===== src/rtl/uart_cmd_decoder.sv =====
// ---------------------------------------------------------------------------
// uart_cmd_decoder
//
// Turns a stream of received ASCII bytes into one-cycle control pulses for a
// counter: run/stop toggle, clear, up/down mode toggle and a decimal preset
// load ("S" + 1..4 digits + CR). Malformed input and a stalled set command
// produce an error pulse. Every response is registered and appears exactly
// one clock after the rx_valid cycle that caused it.
//
// Ports
//   clk         system clock, rising edge
//   rst         asynchronous reset, active low
//   rx_valid    one-cycle strobe: rx_data holds a new byte
//   rx_data     received ASCII byte
//   o_run_stop  pulse: toggle counter run/stop
//   o_clear     pulse: clear counter
//   o_mode      pulse: toggle up/down mode
//   o_load      pulse: o_load_val is a new preset
//   o_load_val  preset value, held until the next load
//   o_err       pulse: malformed command or set-command timeout
// ---------------------------------------------------------------------------
module uart_cmd_decoder #(
    parameter int MAX_VAL     = 9999,
    parameter int TIMEOUT_CYC = 100_000_000
) (
    input  logic        clk,
    input  logic        rst,
    input  logic        rx_valid,
    input  logic [7:0]  rx_data,
    output logic        o_run_stop,
    output logic        o_clear,
    output logic        o_mode,
    output logic        o_load,
    output logic [13:0] o_load_val,
    output logic        o_err
);

    localparam int TW = (TIMEOUT_CYC > 1) ? $clog2(TIMEOUT_CYC) : 1;
    localparam logic [TW-1:0] T_LAST = TW'(TIMEOUT_CYC - 1);
    localparam logic [13:0]   MAX_V  = 14'(MAX_VAL);

    typedef enum logic {IDLE, SET} state_t;

    state_t        state, state_d;
    logic [13:0]   acc, acc_d;
    logic [2:0]    cnt, cnt_d;
    logic [TW-1:0] tcnt, tcnt_d;
    logic [13:0]   load_val_d;
    logic          run_d, clear_d, mode_d, load_d, err_d;

    logic          is_digit;
    logic [13:0]   digit;

    assign is_digit = (rx_data >= 8'h30) && (rx_data <= 8'h39);
    assign digit    = {10'd0, rx_data[3:0]};

    always_comb begin
        // NOTE: every variable gets a default before the case so no path
        // leaves one unassigned and no latch is inferred.
        state_d    = state;
        acc_d      = acc;
        cnt_d      = cnt;
        tcnt_d     = tcnt;
        load_val_d = o_load_val;
        run_d      = 1'b0;
        clear_d    = 1'b0;
        mode_d     = 1'b0;
        load_d     = 1'b0;
        err_d      = 1'b0;

        case (state)
            IDLE: begin
                if (rx_valid) begin
                    case (rx_data)
                        8'h52, 8'h72: run_d   = 1'b1;   // R r
                        8'h43, 8'h63: clear_d = 1'b1;   // C c
                        8'h4D, 8'h6D: mode_d  = 1'b1;   // M m
                        8'h53, 8'h73: begin             // S s
                            acc_d   = '0;
                            cnt_d   = '0;
                            state_d = SET;
                        end
                        8'h0D, 8'h0A, 8'h20: ;          // CR LF space
                        default:      err_d   = 1'b1;
                    endcase
                end
            end

            SET: begin
                if (rx_valid) begin
                    // A received byte always wins over a timeout in the same cycle.
                    tcnt_d = '0;
                    if (is_digit) begin
                        if (cnt < 3'd4) begin
                            // acc <= 999 here, so acc*10+9 fits in 14 bits.
                            acc_d = acc * 14'd10 + digit;
                            cnt_d = cnt + 3'd1;
                        end else begin
                            err_d   = 1'b1;
                            state_d = IDLE;
                        end
                    end else if (rx_data == 8'h0D) begin
                        state_d = IDLE;
                        if (cnt != 3'd0 && acc <= MAX_V) begin
                            load_d     = 1'b1;
                            load_val_d = acc;
                        end else begin
                            err_d = 1'b1;
                        end
                    end else begin
                        err_d   = 1'b1;
                        state_d = IDLE;
                    end
                end else if (tcnt == T_LAST) begin
                    err_d   = 1'b1;
                    state_d = IDLE;
                end else begin
                    tcnt_d = tcnt + TW'(1);
                end
            end

            default: state_d = IDLE;
        endcase

        // The timeout counter only runs while a set command is open.
        if (state_d == IDLE) tcnt_d = '0;
    end

    always_ff @(posedge clk or negedge rst) begin
        // NOTE: all state, including the datapath registers, is reset so a
        // partial command can never leak past a reset.
        if (!rst) begin
            state      <= IDLE;
            acc        <= '0;
            cnt        <= '0;
            tcnt       <= '0;
            o_load_val <= '0;
            o_run_stop <= 1'b0;
            o_clear    <= 1'b0;
            o_mode     <= 1'b0;
            o_load     <= 1'b0;
            o_err      <= 1'b0;
        end else begin
            // NOTE: non-blocking assignments so every register updates from
            // the values present before this edge.
            state      <= state_d;
            acc        <= acc_d;
            cnt        <= cnt_d;
            tcnt       <= tcnt_d;
            o_load_val <= load_val_d;
            o_run_stop <= run_d;
            o_clear    <= clear_d;
            o_mode     <= mode_d;
            o_load     <= load_d;
            o_err      <= err_d;
        end
    end

endmodule


===== config.mk =====
export PLATFORM = sky130hd
export DESIGN_NAME = uart_cmd_decoder
export DESIGN_NICKNAME = d
export VERILOG_FILES = /design/src/rtl/uart_cmd_decoder.sv
export SDC_FILE = /design/constraint.sdc
export NUM_CORES = 1
export LEC_CHECK = 0
export CAP_MARGIN = 40
export CORE_ASPECT_RATIO = 0.9
export CORE_MARGIN = 4
export CORE_UTILIZATION = 35
export DETAILED_ROUTE_END_ITERATION = 16
export RECOVER_POWER = 100
export SYNTH_ARGS = -nofsm -noshare
export SYNTH_HDL_FRONTEND = slang
export SYNTH_SLANG_ARGS = --single-unit

===== constraint.sdc =====
create_clock -name clk -period 3.6 [get_ports clk]
set_input_delay 0.72 -clock clk [delete_from_list [all_inputs] [get_ports clk]]
set_output_delay 0.72 -clock clk [all_outputs]
set_load 0.1 [all_outputs]

==> results.sh, run 1 <==
export IMPL_status="completed"
export IMPL_yosysMostFrequentCell="dfrtp_1"
export IMPL_min_delay_start="tcnt[6]$_DFFE_PN0P_"
export IMPL_synthXorXnorAreaFrac=0.0838
export IMPL_min_period_over_period=0.855
export IMPL_grt_busiest_layer="met2"
export IMPL_die_width_um=117
export IMPL_grt_pass1_wl_um=14300
export IMPL_cp_max_fo=5
export IMPL_die_area_um2=12500
export IMPL_switchingPower_mw=0.373
export IMPL_path_buf_inv=0
export IMPL_antenna_cells=0
export IMPL_grt_pass1_vias=2941
export IMPL_first_pass_iters=4
export IMPL_drv_slew=0
export IMPL_initial_core_util=0.363
export IMPL_cts_resized=0
export IMPL_worstSetupEndpointType="flop"
export IMPL_met2_usage=0.206
export IMPL_num_io_pins=30
export IMPL_synth_top_family_by_area="simple AND/OR/NAND/NOR gates"
export IMPL_grt_total_usage=0.139
export IMPL_postCtsSetupBuffers=0
export IMPL_grt_start_max_net_pins=44
export IMPL_crit_chain="ha_1, ha_1, fa_1, a211oi_1, o311ai_0, a21oi_1, xnor2_1, nor4b_1, xnor2_1, o21ai_1"
export IMPL_seqPwrFrac=0.405
export IMPL_gp_congestion=0.811
export IMPL_p_total_mw=1.79
export IMPL_r2r_end="acc[13]$_DFFE_PN0P_"
export IMPL_port_buffers=29
export IMPL_timing_final_ws_setup_ps=521
export IMPL_wl_um=7980
export IMPL_synth_compound_area_frac=0.113
export IMPL_ys_seq_area_frac=0.426
export IMPL_insertion_delay_ps=340
export IMPL_cts_sinks=64
export IMPL_synthCells=390
export IMPL_fin_crit_ps=3080
export IMPL_synth_top_area_cell="dfrtp_1"
export IMPL_num_vias=2947
export IMPL_fmax_ghz=0.325
export IMPL_relSlewSlack=0.216
export IMPL_cts_root_buffer="clkbuf_16"
export IMPL_clockBufferDepth=2
export IMPL_fillCellCount=1021
export IMPL_viasPerCell=5.12
export IMPL_worst_pin_slew_ps=1180
export IMPL_clock_skew_ps=7.60
export IMPL_ys_ff_latch=64
export IMPL_swShare=0.208
export IMPL_synthDistinctLibCells=55
export IMPL_share_comb_of_total_power=0.034
export IMPL_syn_cell_area_um2=3760
export IMPL_synthSimpleGateAreaFrac=0.213
export IMPL_yosysWarnings=0
export IMPL_syn_to_final_growth_pct=23.5
export IMPL_clk_pin_slew_ps=60
export IMPL_hpwl_um=5760
export IMPL_min_delay_worst_endpoint="tcnt[6]$_DFFE_PN0P_"
export IMPL_dp_slack_ps=506
export IMPL_crit_slowest_cell="dfrtp_1"
export IMPL_rsz0062_at_grt="false"
export IMPL_ctsHoldBuffers=0
export IMPL_worstPathArrival_ps=3280
export IMPL_syn_area_per_cell_um2=9.65
export IMPL_min_delay_path_depth=1
export IMPL_htreeDepth=3
export IMPL_critical_path_class="flop to flop"
export IMPL_final_cells=576
export IMPL_gr_usage_met1=0.200
export IMPL_p_leak_nw=2.07
export IMPL_drive_gt1_frac=0.105
export IMPL_synth_common_cells="dfrtp_1, nand2_1, nor2_1"
export IMPL_p_clk_frac=0.561
export IMPL_grt_overflow=0
export IMPL_setup_worst_path_start_class="flop"
export IMPL_yosys_top_cells_area="dfrtp_1, ha_1, xor2_1, o21ai_0, mux2_2"
export IMPL_powerDensity_nw_per_um2=386
export IMPL_detail_route_antenna_nets=0
export IMPL_max_cap_viol_count=0
export IMPL_wl_per_cell_um=13.9
export IMPL_die_h_um=106
export IMPL_vdd_ir_drop_worst_mv=0.237
export IMPL_fin_nets=480
export IMPL_hold_path_class="flop to flop"
export IMPL_r2r_worst_path_cells=10
export IMPL_r2r_setup_slack_ps=520
export IMPL_final_util=0.448
export IMPL_intPower_mw=1.42
export IMPL_synthFlopType="dfrtp_1"
export IMPL_dp_cells=560
export IMPL_synth_mux_area_frac=0.0419
export IMPL_yosysTopAreaCellShare=0.426
export IMPL_cp_top_family="adder cells"
export IMPL_drc=0
export IMPL_antenna_found_initial=0
export IMPL_core_area_um2=10400
export IMPL_groute_layer_met3_usage=0.0282
export IMPL_yosys_area_share_adder=0.0938
export IMPL_async_flop_share=1.00
export IMPL_drt_iter0_markers=179
export IMPL_cp_required_ps=3800
export IMPL_hold_violations=0
export IMPL_setup_viol=0
export IMPL_timing_rr_start="acc[1]$_DFFE_PN0P_"
export IMPL_critical_path_max_stage_delay_ps=450
export IMPL_tns_ps=0
export IMPL_cts_buffers=9
export IMPL_synth_nets=428
export IMPL_core_rowCount=35
export IMPL_tritoncts="yes"
export IMPL_synth_edf_count=0
## layout make-up
cell class | count | area (µm²) | area share
multi-input combinational | 303 | 2040 | 0.439
clock buffer | 9 | 225 | 0.0485
clock inverter | 7 | 119 | 0.0256
sequential | 64 | 1600 | 0.345
inverter | 9 | 33.8 | 0.00727
tap | 129 | 161 | 0.0347
timing repair buffer | 55 | 465 | 0.100
## stage by stage
| step | hold slack, ps | area [µm²] |
|---|---|---|
| final | 498 | 4650 |
| after detailed placement | 494 | 4510 |
| after global placement | 491 | 4190 |
| after CTS | 351 | 4850 |
| after floorplan | 424 | 3760 |
| after global routing | 525 | 4650 |
## worst register-to-register path, stage by stage (launching register included)
cell and delay [ps]:
dfrtp_1 450, ha_1 330, ha_1 240, fa_1 430
a211oi_1 300, o311ai_0 190, a21oi_1 230, xnor2_1 180
nor4b_1 350, xnor2_1 180, o21ai_1 80
## sequential cells by signal, indices dropped and copies added (netlist names)
register,count
o_err,1
o_mode,1
o_run_stop,1
tcnt,27
cnt,3
o_clear,1
state,1
o_load,1
acc,14
o_load_val,14
## power groups by stage
stage / clock network [mW] / registers [mW] / logic (mW)
2_1_floorplan: 0 / 0.745 / 0.0185
3_3_place_gp: 0 / 0.738 / 0.0631
3_5_place_dp: 0 / 0.739 / 0.0671
4_1_cts: 1.02 / 0.726 / 0.0671
5_1_grt: 1.05 / 0.726 / 0.0710
6_report: 1.01 / 0.726 / 0.0614
## worst max-delay path by stage
stage	startpoint	to	slack, ps	depth (start not counted)
4_1_cts	acc[1]$_DFFE_PN0P_	acc[13]$_DFFE_PN0P_	610	10
5_1_grt	rx_valid	tcnt[14]$_DFFE_PN0P_	350	8
6_report	acc[1]$_DFFE_PN0P_	acc[13]$_DFFE_PN0P_	520	10
2_1_floorplan	acc[1]$_DFFE_PN0P_	acc[12]$_DFFE_PN0P_	820	10
3_5_place_dp	rx_data[1]	acc[13]$_DFFE_PN0P_	510	10
3_3_place_gp	rx_data[1]	acc[13]$_DFFE_PN0P_	520	10
## layout by cell type (no fill, tap or decap), types with 4 or more instances in the layout
cell	instances
a21o_1	4
a21oi_1	12
and3_1	10
clkbuf_1	20
clkbuf_16	9
clkdlybuf4s50_1	22
dfrtp_1	64
dlygate4sd3_1	6
ha_1	25
inv_1	9
mux2_2	14
nand2_1	41
nand2b_1	4
nand3_1	19
nand4_1	8
nor2_1	38
nor2b_1	5
nor3_1	6
nor4_1	6
o21ai_0	34
xnor2_1	16
xor2_1	20
## metal layers
metal | vias up | share of wire | routed length (µm)
li1 | 1490 | - | -
met1 | 1397 | 0.54 | 4280
met2 | 50 | 0.42 | 3320
met3 | 10 | 0.030 | 243
met4 | 0 | 0.017 | 138
met5 | - | 0 | 0
## cell families after synthesis
family,after synthesis
simple gates,157
flops,64
xor+xnor,36
mux,14
fa+ha+maj,27
compound gates,69
buf+inv,23
(Power assumes the default switching activity.)
==> run 2: changes to the inputs <==
--- a/config.mk
+++ b/config.mk
@@ -5,7 +5,7 @@
 export SDC_FILE = /design/constraint.sdc
 export NUM_CORES = 1
 export LEC_CHECK = 0
-export CAP_MARGIN = 40
+export CAP_MARGIN = 10
 export CORE_ASPECT_RATIO = 0.9
 export CORE_MARGIN = 4
 export CORE_UTILIZATION = 35
==> run 2 against run 1 <==
Wire length fell by 1.2%. Core utilization fell by 1.4 points. Non-clock buffer count fell by 19. Hold slack got worse by 1.2 ps. Setup slack barely moved. Global-route usage fell by 0.28 points. Combinational power fell by 1%. Sequential cell count did not move. Largest power group unchanged.
==> results.sh, run 2 (synthesis results as in run 1) <==
export IMPL_status="completed"
export IMPL_drive_gt1_frac=0.100
export IMPL_layout_common_cells="dfrtp_1, nand2_1, nor2_1"
export IMPL_vdd_ir_drop_worst_mv=0.260
export IMPL_fillCellCount=1024
export IMPL_tns_ps=0
export IMPL_relSlewSlack=0.216
export IMPL_largest_reg_flops=27
export IMPL_die_area_um2=12500
export IMPL_regMostFlops="tcnt"
export IMPL_hold_violations=0
export IMPL_critical_path_class="flop to flop"
export IMPL_viasPerCell=5.14
export IMPL_setup_worst_path_start_class="flop"
export IMPL_detail_route_antenna_nets=0
export IMPL_gp_congestion=0.811
export IMPL_gr_usage_met1=0.194
export IMPL_final_common_cell="dfrtp_1"
export IMPL_wl_per_cell_um=14.2
export IMPL_grt_total_usage=0.136
export IMPL_initial_core_util=0.363
export IMPL_cts_root_buffer="clkbuf_16"
export IMPL_num_io_pins=30
export IMPL_core_rowCount=35
export IMPL_top_regs="tcnt (27), acc (14), o_load_val (14)"
export IMPL_rsz0062_at_grt="false"
export IMPL_syn_to_final_growth_pct=19.7
export IMPL_drc=0
export IMPL_fin_nets=461
export IMPL_worstPathArrival_ps=3280
export IMPL_cts_buffers=9
export IMPL_min_period_over_period=0.855
export IMPL_clock_skew_ps=5.14
export IMPL_die_h_um=106
export IMPL_met2_usage=0.197
export IMPL_wl_um=7880
export IMPL_multi_input_area_um2=2040
export IMPL_first_pass_iters=5
export IMPL_grt_pass1_vias=2805
export IMPL_grt_start_max_net_pins=44
export IMPL_antenna_found_initial=0
export IMPL_core_area_um2=10400
export IMPL_setup_viol=0
export IMPL_regArea_um2=1600
export IMPL_drt_iter0_markers=217
export IMPL_clk_pin_slew_ps=50
export IMPL_powerDensity_nw_per_um2=395
export IMPL_fin_area_um2=4510
export IMPL_groute_layer_met3_usage=0.0340
export IMPL_worst_pin_slew_ps=1180
export IMPL_cp_required_ps=3800
export IMPL_dpl_cell_area_um2=4190
export IMPL_num_vias=2865
export IMPL_grt_overflow=0
export IMPL_hold_path_class="flop to flop"
export IMPL_htreeDepth=3
export IMPL_die_width_um=117
export IMPL_drv_slew=0
export IMPL_antenna_cells=0
export IMPL_p_leak_nw=2.07
export IMPL_ctsHoldBuffers=0
export IMPL_cts_sinks=64
export IMPL_tritoncts="yes"
export IMPL_max_cap_viol_count=0
export IMPL_grt_pass1_wl_um=13900
export IMPL_hpwl_um=5660
export IMPL_fin_crit_ps=3080
export IMPL_fmax_ghz=0.325
export IMPL_grt_busiest_layer="met2"
export IMPL_worstSetupEndpointType="flop"
export IMPL_cts_resized=0
export IMPL_insertion_delay_ps=330
export IMPL_postCtsSetupBuffers=0
export IMPL_port_buffers=29
export IMPL_clockBufferDepth=2
export IMPL_cp_max_fo=5
[run 2: cell types whose count changed in the layout (fill, tap and decap cells not counted)]
cell / change
inv_6: -1
clkinv_4: +2
mux2_1: +1
clkbuf_1: -16
clkinvlp_4: -1
buf_16: -3
dlygate4sd3_1: +16
clkdlybuf4s50_1: -16
mux2_2: -1
[run 2: metrics by stage]
| step | util | setup slack [ps] | power [mW] | hold slack (ps) | instances |
|---|---|---|---|---|---|
| floorplan | - | 819 | 0.763 | 424 | 390 |
| global placement | 0.403 | 523 | 0.801 | 491 | 541 |
| detailed placement | 0.403 | 521 | 0.803 | 494 | 541 |
| CTS | 0.437 | 596 | 1.80 | 354 | 557 |
| global route | 0.434 | 329 | 1.85 | 520 | 557 |
| finish | 0.434 | 520 | 1.78 | 496 | 557 |
[run 2: cell type report]
| type | instances | area share |
|---|---|---|
| multi-input cells | 303 | 0.453 |
| clock buffers | 9 | 0.0500 |
| repair buffers | 36 | 0.0716 |
| clock inverters | 7 | 0.0267 |
| inverters | 9 | 0.00750 |
| well taps | 129 | 0.0358 |
| flip-flops and latches | 64 | 0.355 |
[run 2: report_power, final]
group          internal [mW]  total (mW)  switching, mW  leakage, nW
registers              0.724       0.726        0.00217        0.889
clock network          0.676       0.991          0.315        0.166
logic                 0.0192      0.0607         0.0415         1.02
[run 2: path summary, 6_finish.rpt]
path | start | end | slack, ps | cells past startpoint
worst min register to register | o_load_val[8]$_DFFE_PN0P_ | o_load_val[8]$_DFFE_PN0P_ | 500 | 1
worst max register to register | acc[1]$_DFFE_PN0P_ | acc[13]$_DFFE_PN0P_ | 520 | 10
min in group asynchronous | rst | tcnt[11]$_DFFE_PN0P_ | 610 | 1
worst max-delay path | acc[1]$_DFFE_PN0P_ | acc[13]$_DFFE_PN0P_ | 520 | 10
worst min-delay path | o_load_val[8]$_DFFE_PN0P_ | o_load_val[8]$_DFFE_PN0P_ | 500 | 1
max in group asynchronous | rst | acc[7]$_DFFE_PN0P_ | 1320 | 2
[run 2: critical path, cell delays in order (launching register included)]
cell	delay, ps
dfrtp_1	440
ha_1	340
ha_1	240
fa_1	430
a211oi_1	290
o311ai_0	190
a21oi_1	230
xnor2_1	180
nor4b_1	350
xnor2_1	180
o21ai_1	80
[run 2: layer usage]
layer / part of all wire / vias up
li1: - / 1452
met1: 0.51 / 1360
met2: 0.42 / 47
met3: 0.057 / 6
met4: 0.012 / 0
met5: 0 / -
